==> src/rtl/eth_filter_pkg.sv <==
// Shared types and constants for the RX destination-address filter.
package eth_filter_pkg;

    typedef enum logic [1:0] {
        ST_IDLE = 2'd0,
        ST_PASS = 2'd1,
        ST_DROP = 2'd2
    } filt_state_e;

    localparam logic [47:0] BCAST_ADDR = 48'hFFFF_FFFF_FFFF;
    localparam int          DA_BYTES   = 6;

    // Address-class decision; the runt check is applied separately by the caller.
    function automatic logic da_accept(
        input logic [47:0] da,
        input logic [47:0] mac,
        input logic        promisc,
        input logic        bcast_en,
        input logic        mcast_en
    );
        logic is_bcast;
        is_bcast  = (da == BCAST_ADDR);
        da_accept = promisc
                  | (da == mac)
                  | (bcast_en & is_bcast)
                  | (mcast_en & da[0] & ~is_bcast);
    endfunction

endpackage

==> src/rtl/axis_skid_reg.sv <==
// Two-entry AXI-Stream register slice: registered outputs, registered ready,
// one-cycle latency and full throughput.
module axis_skid_reg #(
    parameter int WIDTH = 8
) (
    input  logic             clock,
    input  logic             resetn,
    input  logic [WIDTH-1:0] in_data,
    input  logic             in_valid,
    output logic             in_ready,
    output logic [WIDTH-1:0] out_data,
    output logic             out_valid,
    input  logic             out_ready
);

    logic [WIDTH-1:0] out_data_r;
    logic             out_valid_r;
    logic [WIDTH-1:0] skid_data_r;
    logic             skid_valid_r;

    // Output register refills from the skid entry first; the skid entry catches a beat while stalled.
    always_ff @(posedge clock or negedge resetn) begin
        if (!resetn) begin
            out_data_r   <= {WIDTH{1'b0}};
            out_valid_r  <= 1'b0;
            skid_data_r  <= {WIDTH{1'b0}};
            skid_valid_r <= 1'b0;
        end else if (out_ready || !out_valid_r) begin
            if (skid_valid_r) begin
                out_data_r   <= skid_data_r;
                out_valid_r  <= 1'b1;
                skid_valid_r <= 1'b0;
            end else begin
                out_valid_r <= in_valid;
                if (in_valid) begin
                    out_data_r <= in_data;
                end
            end
        end else if (in_valid && !skid_valid_r) begin
            skid_data_r  <= in_data;
            skid_valid_r <= 1'b1;
        end
    end

    assign in_ready  = ~skid_valid_r;
    assign out_data  = out_data_r;
    assign out_valid = out_valid_r;

endmodule

==> src/rtl/eth_rx_mac_filter.sv <==
// RX destination-MAC filter: decides on beat 0, then forwards or silently
// consumes the rest of the frame, and keeps accept/drop statistics.
module eth_rx_mac_filter
    import eth_filter_pkg::*;
#(
    parameter int DATA_WIDTH = 64,
    parameter int KEEP_WIDTH = DATA_WIDTH / 8,
    parameter int CNT_WIDTH  = 32
) (
    input  logic                  clock,
    input  logic                  resetn,
    input  logic [DATA_WIDTH-1:0] s_axis_tdata,
    input  logic [KEEP_WIDTH-1:0] s_axis_tkeep,
    input  logic                  s_axis_tvalid,
    output logic                  s_axis_tready,
    input  logic                  s_axis_tlast,
    input  logic                  s_axis_tuser,
    output logic [DATA_WIDTH-1:0] m_axis_tdata,
    output logic [KEEP_WIDTH-1:0] m_axis_tkeep,
    output logic                  m_axis_tvalid,
    input  logic                  m_axis_tready,
    output logic                  m_axis_tlast,
    output logic                  m_axis_tuser,
    input  logic [47:0]           cfg_mac_addr,
    input  logic                  cfg_promisc,
    input  logic                  cfg_bcast_en,
    input  logic                  cfg_mcast_en,
    input  logic                  stat_clear,
    output logic [CNT_WIDTH-1:0]  stat_frames_ok,
    output logic [CNT_WIDTH-1:0]  stat_frames_drop,
    output logic                  drop_pulse
);

    localparam int                   PW      = DATA_WIDTH + KEEP_WIDTH + 2;
    localparam logic [CNT_WIDTH-1:0] CNT_ONE = {{(CNT_WIDTH-1){1'b0}}, 1'b1};

    filt_state_e          state_r;
    logic [CNT_WIDTH-1:0] frames_ok_r;
    logic [CNT_WIDTH-1:0] frames_drop_r;
    logic                 drop_pulse_r;

    logic          accept_s;
    logic          hs_s;
    logic          idle_hs_s;
    logic          skid_valid_s;
    logic          skid_ready_s;
    logic [PW-1:0] skid_in_s;
    logic [PW-1:0] skid_out_s;

    // Beat-0 decision, input ready and which beats enter the output slice.
    always_comb begin
        accept_s = da_accept(s_axis_tdata[47:0], cfg_mac_addr, cfg_promisc,
                             cfg_bcast_en, cfg_mcast_en)
                 & (s_axis_tkeep[DA_BYTES-1:0] == {DA_BYTES{1'b1}});
        case (state_r)
            ST_IDLE: begin
                s_axis_tready = skid_ready_s;
                skid_valid_s  = s_axis_tvalid & accept_s;
            end
            ST_PASS: begin
                s_axis_tready = skid_ready_s;
                skid_valid_s  = s_axis_tvalid;
            end
            ST_DROP: begin
                s_axis_tready = 1'b1;
                skid_valid_s  = 1'b0;
            end
            default: begin
                s_axis_tready = skid_ready_s;
                skid_valid_s  = 1'b0;
            end
        endcase
        hs_s      = s_axis_tvalid & s_axis_tready;
        idle_hs_s = hs_s & (state_r == ST_IDLE);
        skid_in_s = {s_axis_tuser, s_axis_tlast, s_axis_tkeep, s_axis_tdata};
    end

    // Frame state machine and registered drop pulse.
    always_ff @(posedge clock or negedge resetn) begin
        if (!resetn) begin
            state_r      <= ST_IDLE;
            drop_pulse_r <= 1'b0;
        end else begin
            drop_pulse_r <= 1'b0;
            case (state_r)
                ST_IDLE: begin
                    if (hs_s) begin
                        drop_pulse_r <= ~accept_s;
                        if (!s_axis_tlast) begin
                            state_r <= accept_s ? ST_PASS : ST_DROP;
                        end
                    end
                end
                ST_PASS, ST_DROP: begin
                    if (hs_s && s_axis_tlast) begin
                        state_r <= ST_IDLE;
                    end
                end
                default: state_r <= ST_IDLE;
            endcase
        end
    end

    // Statistics; a clear wins over a same-cycle increment.
    always_ff @(posedge clock or negedge resetn) begin
        if (!resetn) begin
            frames_ok_r   <= {CNT_WIDTH{1'b0}};
            frames_drop_r <= {CNT_WIDTH{1'b0}};
        end else if (stat_clear) begin
            frames_ok_r   <= {CNT_WIDTH{1'b0}};
            frames_drop_r <= {CNT_WIDTH{1'b0}};
        end else begin
            if (idle_hs_s && accept_s) begin
                frames_ok_r <= frames_ok_r + CNT_ONE;
            end
            if (idle_hs_s && !accept_s) begin
                frames_drop_r <= frames_drop_r + CNT_ONE;
            end
        end
    end

    axis_skid_reg #(
        .WIDTH (PW)
    ) u_skid (
        .clock     (clock),
        .resetn    (resetn),
        .in_data   (skid_in_s),
        .in_valid  (skid_valid_s),
        .in_ready  (skid_ready_s),
        .out_data  (skid_out_s),
        .out_valid (m_axis_tvalid),
        .out_ready (m_axis_tready)
    );

    assign m_axis_tdata     = skid_out_s[DATA_WIDTH-1:0];
    assign m_axis_tkeep     = skid_out_s[DATA_WIDTH +: KEEP_WIDTH];
    assign m_axis_tlast     = skid_out_s[PW-2];
    assign m_axis_tuser     = skid_out_s[PW-1];
    assign stat_frames_ok   = frames_ok_r;
    assign stat_frames_drop = frames_drop_r;
    assign drop_pulse       = drop_pulse_r;

endmodule

==> config.mk <==
export PLATFORM = sky130hd
export DESIGN_NAME = eth_rx_mac_filter
export DESIGN_NICKNAME = d
export VERILOG_FILES = /design/src/rtl/eth_filter_pkg.sv /design/src/rtl/axis_skid_reg.sv /design/src/rtl/eth_rx_mac_filter.sv
export SDC_FILE = /design/constraint.sdc
export NUM_CORES = 1
export LEC_CHECK = 0
export ABC_AREA = 1
export CORE_ASPECT_RATIO = 1.4
export CORE_MARGIN = 4
export CORE_UTILIZATION = 51
export CTS_CLUSTER_DIAMETER = 150
export CTS_CLUSTER_SIZE = 30
export DETAILED_ROUTE_END_ITERATION = 8
export GPL_ROUTABILITY_DRIVEN = 0
export PLACE_DENSITY_LB_ADDON = 0.05
export SYNTH_ARGS = -nofsm -noshare
export SYNTH_HDL_FRONTEND = slang
export SYNTH_SLANG_ARGS = --single-unit
==> constraint.sdc <==
create_clock -name clock -period 2.7 [get_ports clock]
set_clock_uncertainty 0.2 [all_clocks]
set_input_delay 0.27 -clock clock [delete_from_list [all_inputs] [get_ports clock]]
set_output_delay 0.27 -clock clock [all_outputs]
set_load 0.005 [all_outputs]
==> impl_metrics.ini <==
[synth]
yosysTopAreaCell = dfrtp_1
synth_cell_types = 32
synth_warnings = 0
ys.flop_type = dfrtp_1
syn_avg_cell_area_um2 = 7.20
synthesis.nets = 1794
ys_seq_area_share_pct = 45.4
synth_top_area_share_pct = 45.4
ys_async_sr_fraction_pct = 100
synth_edf_count = 0
ys_ff_latch = 217
synth_area_leaders = dfrtp_1 45%, nand2_1 23%, nand3_1 6.7%, xnor2_1 4.0%, nor2_1 3.4%
syn-cell-area_mm2 = 0.0119
synth_cells = 1659

[run]
drv_cap = 0

[run_status]
status = finished clean

[worst_setup_path]
slowest_stage = clkdlybuf4s50_1
cpPeakStageDelay_ps = 560
critical_path_buf_inv_count = 2
crit_chain = clkdlybuf4s50_1 > nand2_1 > nor2_1 > nand2_1 > nor2_1 > nand3_1 > nand2_1 > nand2_1 > nor2_2 > nand2_4 > nand4_2 > nand3_4 > nand2_2 > buf_12 > nand2_1 > nand2_1
critPathTopFamily = simple AND/OR/NAND/NOR gates
critPathLaunch = s_axis_tdata[2]
ff2ff_setup_slack_ps = 320
start_kind = primary input
path_class = in2reg
crit_fanout = 55
worst-endpoint-required_ps = 2910
r2r_start = stat_frames_ok[0]
crit_path_end_kind = flop
cpMostUsedCell = nand2_1
arrival_ps = 2700

[cts]
clkLatencyLatePin_ps = 470
clk_path_buf_depth = 3
cts_tree = yes
cts-htree-levels = 1
cts.sinks = 217
numCtsBuffers = 11
ctsRootBufferMaster = clkbuf_16
cts.clk_slew.worst_paths_ps = 120

[finish]
num-nets-final = 2084
multiInputGateArea_mm2 = 0.00578
drive_gt1_share_pct = 6.52
fin_cells = 2255
fillers = 2042
regArea_mm2 = 0.00543
area_delta_synth_final_pct = 32.0
finish.utilization_pct = 68.2

[die]
die-area_mm2 = 0.0260
ios = 271
die_h_um = 189
start_util_pct = 51.7
die_w_um = 137
core_area_mm2 = 0.0231
row_count = 66

[grt]
overflow = 0
grt_pass1_wl_um = 59600
grt_pass1_vias = 12100
grt_util_all_layers_pct = 28.0
antenna_found_initial = 1
grt_max_degree = 67

[timing]
rsz0062_at_grt = false
min_period_ps = 2490
tightestPinTransition_ps = 760
holdWs_ps = 117
hold_viol = 0
setup_viol = 0
post-route-period-util_pct = 92.1
relSlewSlack_pct = 49.3
fmax_mhz = 402
slew_viol_final = 0

[detailed_routing]
drtIter0Drc = 671
ant_nets = 0
firstDrtPassIters = 5
drc_errors = 0
wl_um = 36200
wl_per_cell_um = 16.1
avgViaCountPerCell = 5.29
vias = 11900

[power_and_ir_drop]
pwr-share-comb_pct = 30.1
leakagePower_nw = 7.25
p_sw_share_pct = 28.7
power_switching_mw = 2.46
power_frac_clock_pct = 21.3
p_int_mw = 6.10
pwr-share-seq_pct = 48.6
power_mw = 8.56
powerDensity_mw_per_mm2 = 543
vdd_drop_max_v = 0.000418

[hold_path]
hold_class = in2async

[place]
port_buffers = 270
dp_cells = 2241
place_hpwl_um = 26100
final timing paths:
| check | end | cells past startpoint |
|---|---|---|
| hold reg to reg | u_skid.skid_data_r[4] | 2 |
| setup reg to reg | stat_frames_ok[24] | 13 |
| setup / recovery | u_skid.out_data[45] | 16 |
| hold / removal | u_skid.out_data[23] | 2 |
| min in group clock | u_skid.skid_data_r[61] | 3 |
| max in group asynchronous | u_skid.skid_data_r[70] | 3 |
power by group through the flow:
stage / clock, mW / combinational (mW) / sequential, mW
6_report: 1.82 / 2.58 / 4.16
5_1_grt: 1.99 / 2.84 / 4.23
4_1_cts: 1.89 / 2.62 / 4.16
3_5_place_dp: 0 / 2.61 / 4.22
3_3_place_gp: 0 / 2.56 / 4.21
2_1_floorplan: 0 / 0.735 / 4.23
through the flow:
step           worst slack [ps]  setup TNS (ps)  area [um^2]
3_5_place_dp               -259          -34520        15400
5_1_grt                    35.7               0        15800
3_3_place_gp               -194          -25200        15400
2_1_floorplan               608               0        11900
4_1_cts                     232               0        15800
6_report                    215               0        15800
logic make-up after synthesis:
| logic type | synth area share, % |
|---|---|
| xor gates and xnor gates | 5.72 |
| and+or+nand+nor | 37.9 |
| AOI/OAI and AO/OA | 4.01 |
| DFF | 45.4 |
| buffers and inverters | 6.39 |
| adders and majority gates | 0.524 |
cell usage in the layout, fill, tap and decap left out, drive strengths merged:
master	count
nand2	741
clkdlybuf4s50	269
dfrtp	217
nand3	160
nor2	111
inv	94
buf	87
o21ai	72
xnor2	54
nor3	35
nand4	34
xor2	24
nor4	13
clkbuf	11
o31ai	6
a21oi	5
ha	5
or2	3
o21bai	3
diode	1
nor3b	1
a31oi	1
clkinv	1
dlygate4sd3	1
metal layers:
layer | share of wire (%) | vias up | track usage, % | routed length, um
met2 | 51 | 428 | 49.5 | 18300
met1 | 39 | 5601 | 34.3 | 14000
met5 | 0 | - | 0 | 0
met4 | 3.7 | 0 | 10.3 | 1350
li1 | - | 5813 | - | -
met3 | 7.0 | 80 | 4.25 | 2540
cell type report:
type	count	share of cell area (%)
inverter	94	2.24
antenna	1	0.0159
clock buffer	11	1.75
multi-input combinational	1268	36.7
tap	306	2.43
clock inverter	1	0.190
timing repair buffer	357	22.3
sequential	217	34.4
what timing repair did:
item | 4_1_cts | 5_1_grt
hold buffers | 1 | 0
gates resized for setup | 0 | 1
buffers inserted | 0 | 0
endpoints found under the setup margin | 0 | 1
endpoints found under the hold margin | 60 | 0
synthesized netlist by cell type (6+ instances only):
library cell  number
nand3_1          159
nand4_1           33
buf_2             27
xnor2_1           54
nand2_1          735
nor4_1            13
dfrtp_1          217
clkbuf_1          35
buf_6              8
inv_1             88
o21ai_1           23
nor3_1            35
xor2_1            24
o21ai_0           49
inv_2              6
nor2_1           109
flip-flops by register name, indices dropped and copies added, names as in the netlist:
| register | count |
|---|---|
| u_skid.out_valid | 1 |
| state_r | 2 |
| u_skid.skid_valid_r | 1 |
| u_skid.skid_data_r | 74 |
| u_skid.out_data | 74 |
| stat_frames_ok | 32 |
| drop_pulse | 1 |
| stat_frames_drop | 32 |
Note: power is estimated with default switching activity, not from simulation.
